$ cat src/rtl/axi4_stream_pkt_hdr_insert_if.sv
// ----------------------------------------------------------------------------
// axi4_stream_if
//   AXI4-Stream bundle shared by the header-insertion block and its neighbours.
//   master drives payload/sideband and tvalid, slave drives tready.
// Parameters
//   TDATA_WIDTH  data width in bits (multiple of 8); tkeep/tstrb are /8
//   TUSER_WIDTH, TDEST_WIDTH, TID_WIDTH  sideband widths
// ----------------------------------------------------------------------------
interface axi4_stream_if #(
  parameter int TDATA_WIDTH = 32,
  parameter int TUSER_WIDTH = 1,
  parameter int TDEST_WIDTH = 1,
  parameter int TID_WIDTH   = 1
);
  logic [TDATA_WIDTH-1:0]   tdata;
  logic [TDATA_WIDTH/8-1:0] tstrb;
  logic [TDATA_WIDTH/8-1:0] tkeep;
  logic                     tlast;
  logic [TUSER_WIDTH-1:0]   tuser;
  logic [TDEST_WIDTH-1:0]   tdest;
  logic [TID_WIDTH-1:0]     tid;
  logic                     tvalid;
  logic                     tready;

  modport master (
    output tdata, tstrb, tkeep, tlast, tuser, tdest, tid, tvalid,
    input  tready
  );

  modport slave (
    input  tdata, tstrb, tkeep, tlast, tuser, tdest, tid, tvalid,
    output tready
  );
endinterface

$ cat src/rtl/axi4_stream_pkt_hdr_insert.sv
// ----------------------------------------------------------------------------
// axi4_stream_pkt_hdr_insert
//   Prepends a one-beat size header to each packet of an AXI4-Stream and
//   checks the received byte count of the packet against that size.
//   Payload beats pass through with zero latency; the header beat is
//   presented while the input is held off (pkt_i.tready=0).
// Ports
//   clk_i       clock, rising edge
//   rst_i       asynchronous active-high reset
//   hdr_en_i    insert header for the next packet (sampled at packet start)
//   pkt_size_i  byte size of the packet at the head of pkt_i
//   pkt_i       input stream (slave)
//   pkt_o       output stream (master)
//   len_err_o   one-cycle pulse after a checked packet with a size mismatch
//   pkt_cnt_o   packets completed at pkt_o, saturating
//   err_cnt_o   length errors seen, saturating
// ----------------------------------------------------------------------------
module axi4_stream_pkt_hdr_insert #(
  parameter int TDATA_WIDTH    = 32,
  parameter int TUSER_WIDTH    = 1,
  parameter int TDEST_WIDTH    = 1,
  parameter int TID_WIDTH      = 1,
  parameter int PKT_SIZE_WIDTH = 16,
  parameter bit HDR_USER_BIT   = 1'b1
) (
  input  logic                    clk_i,
  input  logic                    rst_i,
  input  logic                    hdr_en_i,
  input  logic [PKT_SIZE_WIDTH:0] pkt_size_i,
  axi4_stream_if.slave            pkt_i,
  axi4_stream_if.master           pkt_o,
  output logic                    len_err_o,
  output logic [31:0]             pkt_cnt_o,
  output logic [15:0]             err_cnt_o
);

  localparam int KEEP_WIDTH = TDATA_WIDTH / 8;
  localparam int CNT_WIDTH  = PKT_SIZE_WIDTH + 1;
  localparam logic [CNT_WIDTH-1:0] BEAT_BYTES = CNT_WIDTH'(KEEP_WIDTH);

  generate
    if (PKT_SIZE_WIDTH > TDATA_WIDTH) begin : g_size_width_chk
      $error("PKT_SIZE_WIDTH must not exceed TDATA_WIDTH");
    end
  endgenerate

  typedef enum logic [0:0] {
    ST_HDR     = 1'b0,
    ST_PAYLOAD = 1'b1
  } state_t;

  // Bytes carried by a last beat: position of the highest kept byte plus one.
  function automatic logic [CNT_WIDTH-1:0] last_beat_bytes(input logic [KEEP_WIDTH-1:0] keep);
    logic [CNT_WIDTH-1:0] n;
    n = {CNT_WIDTH{1'b0}};
    for (int i = 0; i < KEEP_WIDTH; i++) begin
      if (keep[i]) begin
        n = CNT_WIDTH'(i + 1);
      end else begin
        n = n;
      end
    end
    return n;
  endfunction

  state_t               state_r;
  logic                 chk_r;        // current packet carries a header and is length-checked
  logic [CNT_WIDTH-1:0] byte_cnt_r;
  logic [CNT_WIDTH-1:0] size_r;
  logic                 len_err_r;
  logic [31:0]          pkt_cnt_r;
  logic [15:0]          err_cnt_r;

  logic                 hdr_beat_s;
  logic                 in_hs_s;
  logic                 out_hs_s;
  logic [CNT_WIDTH-1:0] pkt_total_s;

  assign hdr_beat_s  = (state_r == ST_HDR) && hdr_en_i;
  assign in_hs_s     = pkt_i.tvalid && pkt_i.tready;
  assign out_hs_s    = pkt_o.tvalid && pkt_o.tready;
  // Modulo-2^CNT_WIDTH total so a wrapped counter is compared the same way.
  assign pkt_total_s = byte_cnt_r + last_beat_bytes(pkt_i.tkeep);

  // Output stream mux: header beat while in HDR with insertion enabled, else passthrough.
  always_comb begin
    pkt_o.tvalid = pkt_i.tvalid;
    pkt_o.tdest  = pkt_i.tdest;
    pkt_o.tid    = pkt_i.tid;
    if (hdr_beat_s) begin
      pkt_o.tdata  = TDATA_WIDTH'(pkt_size_i);
      pkt_o.tkeep  = {KEEP_WIDTH{1'b1}};
      pkt_o.tstrb  = {KEEP_WIDTH{1'b1}};
      pkt_o.tlast  = 1'b0;
      pkt_o.tuser  = HDR_USER_BIT ? TUSER_WIDTH'(1'b1) : pkt_i.tuser;
      pkt_i.tready = 1'b0;
    end else begin
      pkt_o.tdata  = pkt_i.tdata;
      pkt_o.tkeep  = pkt_i.tkeep;
      pkt_o.tstrb  = pkt_i.tstrb;
      pkt_o.tlast  = pkt_i.tlast;
      pkt_o.tuser  = pkt_i.tuser;
      pkt_i.tready = pkt_o.tready;
    end
  end

  // Packet FSM, byte counting, length check and saturating statistics.
  always_ff @(posedge clk_i or posedge rst_i) begin
    if (rst_i) begin
      state_r    <= ST_HDR;
      chk_r      <= 1'b0;
      byte_cnt_r <= {CNT_WIDTH{1'b0}};
      size_r     <= {CNT_WIDTH{1'b0}};
      len_err_r  <= 1'b0;
      pkt_cnt_r  <= 32'd0;
      err_cnt_r  <= 16'd0;
    end else begin
      len_err_r <= 1'b0;
      case (state_r)
        ST_HDR: begin
          if (hdr_en_i) begin
            if (out_hs_s) begin
              size_r     <= pkt_size_i;
              byte_cnt_r <= {CNT_WIDTH{1'b0}};
              chk_r      <= 1'b1;
              state_r    <= ST_PAYLOAD;
            end
          end else if (in_hs_s && !pkt_i.tlast) begin
            // Unchecked packet: first beat already passed, rest follows in PAYLOAD.
            byte_cnt_r <= BEAT_BYTES;
            chk_r      <= 1'b0;
            state_r    <= ST_PAYLOAD;
          end
        end
        ST_PAYLOAD: begin
          if (in_hs_s) begin
            if (pkt_i.tlast) begin
              state_r <= ST_HDR;
              if (chk_r && (pkt_total_s != size_r)) begin
                len_err_r <= 1'b1;
                if (err_cnt_r != 16'hFFFF) begin
                  err_cnt_r <= err_cnt_r + 16'd1;
                end
              end
            end else begin
              byte_cnt_r <= byte_cnt_r + BEAT_BYTES;
            end
          end
        end
        default: begin
          state_r <= ST_HDR;
        end
      endcase
      if (out_hs_s && pkt_o.tlast && (pkt_cnt_r != 32'hFFFF_FFFF)) begin
        pkt_cnt_r <= pkt_cnt_r + 32'd1;
      end
    end
  end

  assign len_err_o = len_err_r;
  assign pkt_cnt_o = pkt_cnt_r;
  assign err_cnt_o = err_cnt_r;

endmodule

$ cat src/flat_wrapper.sv
// flat-port wrapper written by rule: the top's interface ports become plain ports
module axi4_stream_pkt_hdr_insert_flat 
#(
  parameter int TDATA_WIDTH    = 32,
  parameter int TUSER_WIDTH    = 1,
  parameter int TDEST_WIDTH    = 1,
  parameter int TID_WIDTH      = 1,
  parameter int PKT_SIZE_WIDTH = 16,
  parameter bit HDR_USER_BIT   = 1'b1
)
  (clk_i, rst_i, hdr_en_i, pkt_size_i, len_err_o, pkt_cnt_o, err_cnt_o, pkt_i_tdata, pkt_i_tstrb, pkt_i_tkeep, pkt_i_tlast, pkt_i_tuser, pkt_i_tdest, pkt_i_tid, pkt_i_tvalid, pkt_i_tready, pkt_o_tdata, pkt_o_tstrb, pkt_o_tkeep, pkt_o_tlast, pkt_o_tuser, pkt_o_tdest, pkt_o_tid, pkt_o_tvalid, pkt_o_tready);
  axi4_stream_if #(.TDATA_WIDTH(TDATA_WIDTH), .TUSER_WIDTH(TUSER_WIDTH), .TDEST_WIDTH(TDEST_WIDTH), .TID_WIDTH(TID_WIDTH)) pkt_i_i ();
  axi4_stream_if #(.TDATA_WIDTH(TDATA_WIDTH), .TUSER_WIDTH(TUSER_WIDTH), .TDEST_WIDTH(TDEST_WIDTH), .TID_WIDTH(TID_WIDTH)) pkt_o_i ();
  input  logic clk_i;
  input  logic rst_i;
  input  logic hdr_en_i;
  input  logic [PKT_SIZE_WIDTH:0] pkt_size_i;
  output logic len_err_o;
  output logic [31:0] pkt_cnt_o;
  output logic [15:0] err_cnt_o;
  input wire logic [$bits(pkt_i_i.tdata)-1:0] pkt_i_tdata;
  input wire logic [$bits(pkt_i_i.tstrb)-1:0] pkt_i_tstrb;
  input wire logic [$bits(pkt_i_i.tkeep)-1:0] pkt_i_tkeep;
  input wire logic [$bits(pkt_i_i.tlast)-1:0] pkt_i_tlast;
  input wire logic [$bits(pkt_i_i.tuser)-1:0] pkt_i_tuser;
  input wire logic [$bits(pkt_i_i.tdest)-1:0] pkt_i_tdest;
  input wire logic [$bits(pkt_i_i.tid)-1:0] pkt_i_tid;
  input wire logic [$bits(pkt_i_i.tvalid)-1:0] pkt_i_tvalid;
  output wire logic [$bits(pkt_i_i.tready)-1:0] pkt_i_tready;
  output wire logic [$bits(pkt_o_i.tdata)-1:0] pkt_o_tdata;
  output wire logic [$bits(pkt_o_i.tstrb)-1:0] pkt_o_tstrb;
  output wire logic [$bits(pkt_o_i.tkeep)-1:0] pkt_o_tkeep;
  output wire logic [$bits(pkt_o_i.tlast)-1:0] pkt_o_tlast;
  output wire logic [$bits(pkt_o_i.tuser)-1:0] pkt_o_tuser;
  output wire logic [$bits(pkt_o_i.tdest)-1:0] pkt_o_tdest;
  output wire logic [$bits(pkt_o_i.tid)-1:0] pkt_o_tid;
  output wire logic [$bits(pkt_o_i.tvalid)-1:0] pkt_o_tvalid;
  input wire logic [$bits(pkt_o_i.tready)-1:0] pkt_o_tready;
  assign pkt_i_i.tdata = pkt_i_tdata;
  assign pkt_i_i.tstrb = pkt_i_tstrb;
  assign pkt_i_i.tkeep = pkt_i_tkeep;
  assign pkt_i_i.tlast = pkt_i_tlast;
  assign pkt_i_i.tuser = pkt_i_tuser;
  assign pkt_i_i.tdest = pkt_i_tdest;
  assign pkt_i_i.tid = pkt_i_tid;
  assign pkt_i_i.tvalid = pkt_i_tvalid;
  assign pkt_i_tready = pkt_i_i.tready;
  assign pkt_o_tdata = pkt_o_i.tdata;
  assign pkt_o_tstrb = pkt_o_i.tstrb;
  assign pkt_o_tkeep = pkt_o_i.tkeep;
  assign pkt_o_tlast = pkt_o_i.tlast;
  assign pkt_o_tuser = pkt_o_i.tuser;
  assign pkt_o_tdest = pkt_o_i.tdest;
  assign pkt_o_tid = pkt_o_i.tid;
  assign pkt_o_tvalid = pkt_o_i.tvalid;
  assign pkt_o_i.tready = pkt_o_tready;
  axi4_stream_pkt_hdr_insert #(.TDATA_WIDTH(TDATA_WIDTH), .TUSER_WIDTH(TUSER_WIDTH), .TDEST_WIDTH(TDEST_WIDTH), .TID_WIDTH(TID_WIDTH), .PKT_SIZE_WIDTH(PKT_SIZE_WIDTH), .HDR_USER_BIT(HDR_USER_BIT)) u_core (.clk_i(clk_i), .rst_i(rst_i), .hdr_en_i(hdr_en_i), .pkt_size_i(pkt_size_i), .pkt_i(pkt_i_i), .pkt_o(pkt_o_i), .len_err_o(len_err_o), .pkt_cnt_o(pkt_cnt_o), .err_cnt_o(err_cnt_o));
endmodule
$ cat config.mk
export PLATFORM = sky130hd
export DESIGN_NAME = axi4_stream_pkt_hdr_insert_flat
export DESIGN_NICKNAME = d
export VERILOG_FILES = /design/src/rtl/axi4_stream_pkt_hdr_insert_if.sv /design/src/rtl/axi4_stream_pkt_hdr_insert.sv /design/src/flat_wrapper.sv
export SDC_FILE = /design/constraint.sdc
export NUM_CORES = 1
export LEC_CHECK = 0
export CORE_MARGIN = 2
export CORE_UTILIZATION = 41
export CTS_CLUSTER_SIZE = 25
export DETAILED_ROUTE_END_ITERATION = 8
export MAX_ROUTING_LAYER = met4
export PLACE_DENSITY = 0.78
export SLEW_MARGIN = 5
export SYNTH_ARGS = -nofsm -noshare
export SYNTH_HDL_FRONTEND = slang
export SYNTH_SLANG_ARGS = --single-unit
export TNS_END_PERCENT = 1
$ cat constraint.sdc
create_clock -name clk_i -period 2.7 [get_ports clk_i]
set_input_delay 0.405 -clock clk_i [delete_from_list [all_inputs] [get_ports clk_i]]
set_output_delay 0.405 -clock clk_i [all_outputs]
set_load 0.005 [all_outputs]
* Word level (Yosys, flattened, before mapping) *
Cells that the tools add are included.

word-level totals
  word-level logic and storage cells = 62
  register bits after elaboration = 85
  bits of input ports = 66

operators by class
  add/subtract/negate cells = 4
  muxes and demuxes = 29
  equality and inequality tests = 8
  reduce and logical (&&, ||, !) cells = 13
  bitwise logic cells = 1

operators with widths
  cell                     number
  $mux W17                 5
  $pmux W17 S2             1
  $add A32 B1 Y32 const B  1
  $mux W32                 1
  $ne A32 B32 Y1 const B   1
  $add A17 B3 Y17          1
  $add A17 B3 Y17 const B  1
  $ne A17 B17 Y1           1
  $add A16 B1 Y16 const B  1
  $mux W1                  16
  $ne A16 B16 Y1 const B   1
  $mux W4                  2
  $logic_and A1 B1 Y1      7
  $reduce_and A3 Y1        2
  $reduce_and A5 Y1        1
  $mux W2                  2
  $ne A2 B2 Y1 const B     2
  $reduce_and A4 Y1        1
  $mux W3                  1
  $ne A3 B2 Y1 const B     1
  $ne A3 B3 Y1 const B     1
  $ne A2 B1 Y1 const B     1
  $pmux W1 S2              1
  $reduce_bool A2 Y1       1
  other kinds (2)          2

* Logic depth before layout (Yosys ltp) *
  depth in word-level cells = 11
  mapped depth = 13
  depth with buffers taken out = 11

* Worst setup path after synthesis *
No wires, ideal clock.

  path type = flip-flop to flip-flop
  from = register u_core.byte_cnt_r[2]
  to = register u_core.err_cnt_r[1], in the netlist u_core.err_cnt_o[1]
  setup slack = 0.022 ns
  period minus slack after synthesis = 2.678 ns
  path buffers = 1
  arrival = 2.553 ns
  setup time = 0.125 ns
  required time = 2.575 ns
  cell stages (with the launch flop) = 11
  path through = dfrtp_1 ha_1 nand3_1 nor3_1 xnor2_1 o21ai_0 or4_1 a211o_1 buf_6 nand2_1 mux2_2

on the way
  cells in the longest elaborated chain, start to end = 4

ends and longest elaborated chain
  item                         line                               source
  from (decl)                  axi4_stream_pkt_hdr_insert.sv:68   logic [CNT_WIDTH-1:0] byte_cnt_r;
  from (signal assigned)       axi4_stream_pkt_hdr_insert.sv:112  byte_cnt_r <= {CNT_WIDTH{1'b0}};
  from (signal assigned)       axi4_stream_pkt_hdr_insert.sv:124  byte_cnt_r <= {CNT_WIDTH{1'b0}};
  from (signal assigned)       axi4_stream_pkt_hdr_insert.sv:146  byte_cnt_r <= byte_cnt_r + BEAT_BYTES;
  $add A17 B3 Y17              axi4_stream_pkt_hdr_insert.sv:83   assign pkt_total_s = byte_cnt_r + last_beat_bytes(pkt_i.tkeep);
  $ne A17 B17 Y1               axi4_stream_pkt_hdr_insert.sv:139  if (chk_r && (pkt_total_s != size_r)) begin
  $logic_and A1 B1 Y1          axi4_stream_pkt_hdr_insert.sv:139
  $reduce_and A5 Y1 (no line)  n/a
  to (signal assigned)         axi4_stream_pkt_hdr_insert.sv:142  err_cnt_r <= err_cnt_r + 16'd1;
  to (decl)                    axi4_stream_pkt_hdr_insert.sv:72   logic [15:0] err_cnt_r;

No other way between the ends.
A chain may end at the register's enable or synchronous reset.

* Worst setup path in the final report *
  from = register u_core.byte_cnt_r[2]
  to = register u_core.err_cnt_r[12], in the netlist u_core.err_cnt_o[12]

The elaborated chain is that of the path after synthesis.

==> flow_summary.yaml <==
min_path:
  hold_class: "input pin to async pin"
synth:
  synthDistinctLibCells: 48
  synth_seq_cells: 83
  synth_edf_count: 0
  syn_inst: 461
  yosysSeqAreaShare_pct: 45.00
  avgSynthCellArea_um2: 10.01
  netlist_area_um2: 4616
  synth-main-ff-cell: "dfrtp_1"
  synth_warnings: 0
  synth_nets: 532
  async_reset_ff_share_pct: 100.0
cells_and_area:
  design_area_um2: 6892
  antenna_cells: 0
  layout.nets: 716
  drive_above_1_share_pct: 17.72
  area_delta_synth_final_pct: 49.31
critical_path:
  crit_type: "flip-flop to flip-flop"
  crit_start: "u_core.byte_cnt_r[2]"
  critPathLaunchType: "flip-flop"
  arrival_ps: 2950
  endpoint: "u_core.err_cnt_o[12]"
  reg2reg_slack_ps: -40
  reg2regPathDepth: 10
  crit_fanout: 7
  cp-end-kind: "flip-flop"
  reg2reg_from: "u_core.byte_cnt_r[2]"
  r2r-end: "u_core.err_cnt_o[12]"
  cp.required_ps: 2910
drt:
  dr_total_vias: 4097
  dr.first_iter.drc_count: 168
  avgRoutedWirePerCell_um: 15.84
  ant_nets: 0
  drc: 0
  first_pass_iters: 4
  drt_wl_total_mm: 12.50
  vias_per_cell: 5.193
timing:
  rsz0062_at_grt: "true"
  maxSlewHeadroom_pct: 58.32
  clock.fmax_mhz: 365.3
  finalCritPeriodShare_pct: 101.4
  slew_violations: 0
  postLayoutSetupSlackWorst_ps: -37.80
  finalHoldViolCount: 0
  setup_viol: 3
  tightest_slew_ps: 624.4
  fin_tns_setup_ps: -74.92
  skew_ps: 7.270
  final.min_clock_period_ps: 2738
grt:
  grt_usage_pct: 20.80
  grt_max_degree: 35
  grt_pass1_wl_mm: 19.00
  antenna_found_initial: 0
  grt_pass1_vias: 4024
  gr-total-overflow: 0
clock_network:
  path_clk_slew_ps: 60
  cts-buffers-inserted: 9
  clockRootBuffer: "clkbuf_16"
  clk_latency_ps: 330
  cts.sink_count: 83
  htreeDepth: 3
  tritoncts: "yes"
  clockBufferDepth: 2
place:
  dpl_cell_area_um2: 6480
  io_buffers: 156
  place_congestion: 0.8395
  place_hpwl_mm: 9.245
floorplanning:
  die-area_um2: 12120
  io_pins: 161
  initial_core_util_pct: 42.21
  die_y_um: 110.1
  core_area_um2: 10940
  die_w_um: 110.1
  core.rowCount: 38
outcome:
  run_status: "complete, but fails checks"
  violations: "setup timing"
run:
  max_cap_violations: 0
power:
  ir_worst_vdd_uv: 349.6
  leakage_uw: 0.002914
  pwr_density_cell_nw_per_um2: 546.9
## report_power, final
group / leakage [uW] / internal, uW / switching, uW
sequential: 0.00109 / 1410 / 199
combinational: 0.00169 / 624 / 421
clock: 0.000130 / 637 / 480
total: 0.00291 / 2670 / 1100
## layout by cell type, fill, tap and decap left out, types with 2 or more instances in the layout
master	instances
inv_1	5
dfrtp_2	5
mux2_2	35
clkbuf_16	9
clkinv_2	4
buf_4	34
nand2_1	39
xor2_1	29
a21oi_1	8
nand2b_1	9
xnor2_1	47
nor2_2	2
ha_1	4
and4_1	6
and2_1	18
a31oi_1	2
and4b_1	2
nand4_1	16
o21ai_0	9
nor2_1	34
nand3_1	33
clkbuf_2	3
clkinvlp_4	2
nor2b_1	6
dfrtp_1	78
nor3_1	8
clkdlybuf4s50_1	153
o21ai_1	3
or3_1	5
and3_1	9
## worst min path at each step
stage / slack [ps] / end / from / depth (start not counted)
6_report: 450 / u_core.pkt_cnt_o[15] / rst_i / 2
5_1_grt: 510 / u_core.err_cnt_o[8] / u_core.err_cnt_o[8] / 1
4_1_cts: 480 / u_core.pkt_cnt_o[15] / rst_i / 2
3_5_place_dp: 480 / u_core.pkt_cnt_o[30] / u_core.pkt_cnt_o[30] / 1
3_3_place_gp: 470 / u_core.pkt_cnt_o[30] / u_core.pkt_cnt_o[30] / 1
2_1_floorplan: 470 / u_core.chk_r / u_core.chk_r / 2
## metal layers
layer | track usage (%) | vias to the layer above | share of wire, %
li1 | - | 1955 | -
met1 | 24.76 | 1954 | 42
met2 | 35.63 | 159 | 50
met3 | 3.586 | 29 | 6.4
met4 | 7.321 | 0 | 2.4
met5 | - | - | 0
## cell type report
type,count,area [um^2]
clock inverter,5,30.03
inverter,6,23.77
fill,906,4044
clock buffer,10,239.0
sequential,83,2083
tap,140,175.2
timing repair buffer,192,1833
multi-input combinational,353,2507
## kinds of logic (layout without fill, tap and decap cells)
| kind of cell | Yosys count | after routing | share of synthesized area, % |
|---|---|---|---|
| simple gates | 205 | 205 | 23.67 |
| flops | 83 | 83 | 45.00 |
| xor+xnor | 76 | 76 | 14.42 |
| mux | 36 | 36 | 8.783 |
| compound gates | 30 | 30 | 3.904 |
| buf+inv | 25 | 213 | 2.792 |
| fa+ha+maj | 5 | 5 | 1.355 |
| other cells | 1 | 1 | 0.08124 |
## worst max-delay path: stages (launching register included)
cell	delay, ps
dfrtp_1	410
ha_4	190
buf_4	140
nor3b_2	190
o21ai_0	140
o21ai_1	140
o21ai_1	100
or4_4	550
a211o_4	320
nand4_1	130
mux2_4	300
## synth_stat cells (2+ instances only)
master     n  area, um^2
a21oi_1    8       40.04
a31oi_1    2       12.51
and2_1    18       112.6
and3_1     9       56.30
and4_1     7       61.31
and4b_1    2       20.02
buf_2      3       15.01
buf_4      3       22.52
clkbuf_1   9       33.78
dfrtp_1   83        2077
ha_1       5       62.56
inv_1      6       22.52
mux2_2    36       405.4
nand2_1   39       146.4
nand2b_1  10       62.56
nand3_1   34       170.2
nand4_1   16       100.1
nor2_1    36       135.1
nor2b_1    7       43.79
nor3_1     9       45.04
nor3b_1    2       15.01
nor4_1     2       12.51
nor4b_1    2       17.52
o21ai_0   11       55.05
or3_1      5       31.28
xnor2_1   47       411.6
xor2_1    29       254.0
## sequential cells by signal, indices dropped and copies added, names as in the netlist
| register | count |
|---|---|
| u_core.err_cnt_o | 16 |
| u_core.size_r | 17 |
| u_core.state_r | 1 |
| u_core.chk_r | 1 |
| u_core.byte_cnt_r | 15 |
| u_core.len_err_o | 1 |
| u_core.pkt_cnt_o | 32 |
## stage by stage
step | instances | power [uW] | setup slack, ps | util (%) | hold slack [ps]
2_1_floorplan | 461 | 2063 | 22.38 | - | 467.2
5_1_grt | 789 | 3952 | -96.45 | 63.02 | 506.7
4_1_cts | 783 | 3718 | 0.3915 | 62.32 | 482.0
3_5_place_dp | 767 | 2560 | -628.3 | 59.26 | 478.3
6_report | 789 | 3769 | -37.80 | 63.02 | 454.9
3_3_place_gp | 767 | 2522 | -530.3 | 59.26 | 473.5
## timing repair
item                       in CTS  in global routing
gates cloned                    0                  0
setup buffers                   1                  6
hold endpoints to repair        0                  0
resized for setup              15                 21
setup endpoints to repair      17                 17
pin swaps                      10                 14
hold buffers                    0                  0
No activity file was read; power rests on OpenSTA's default activity.
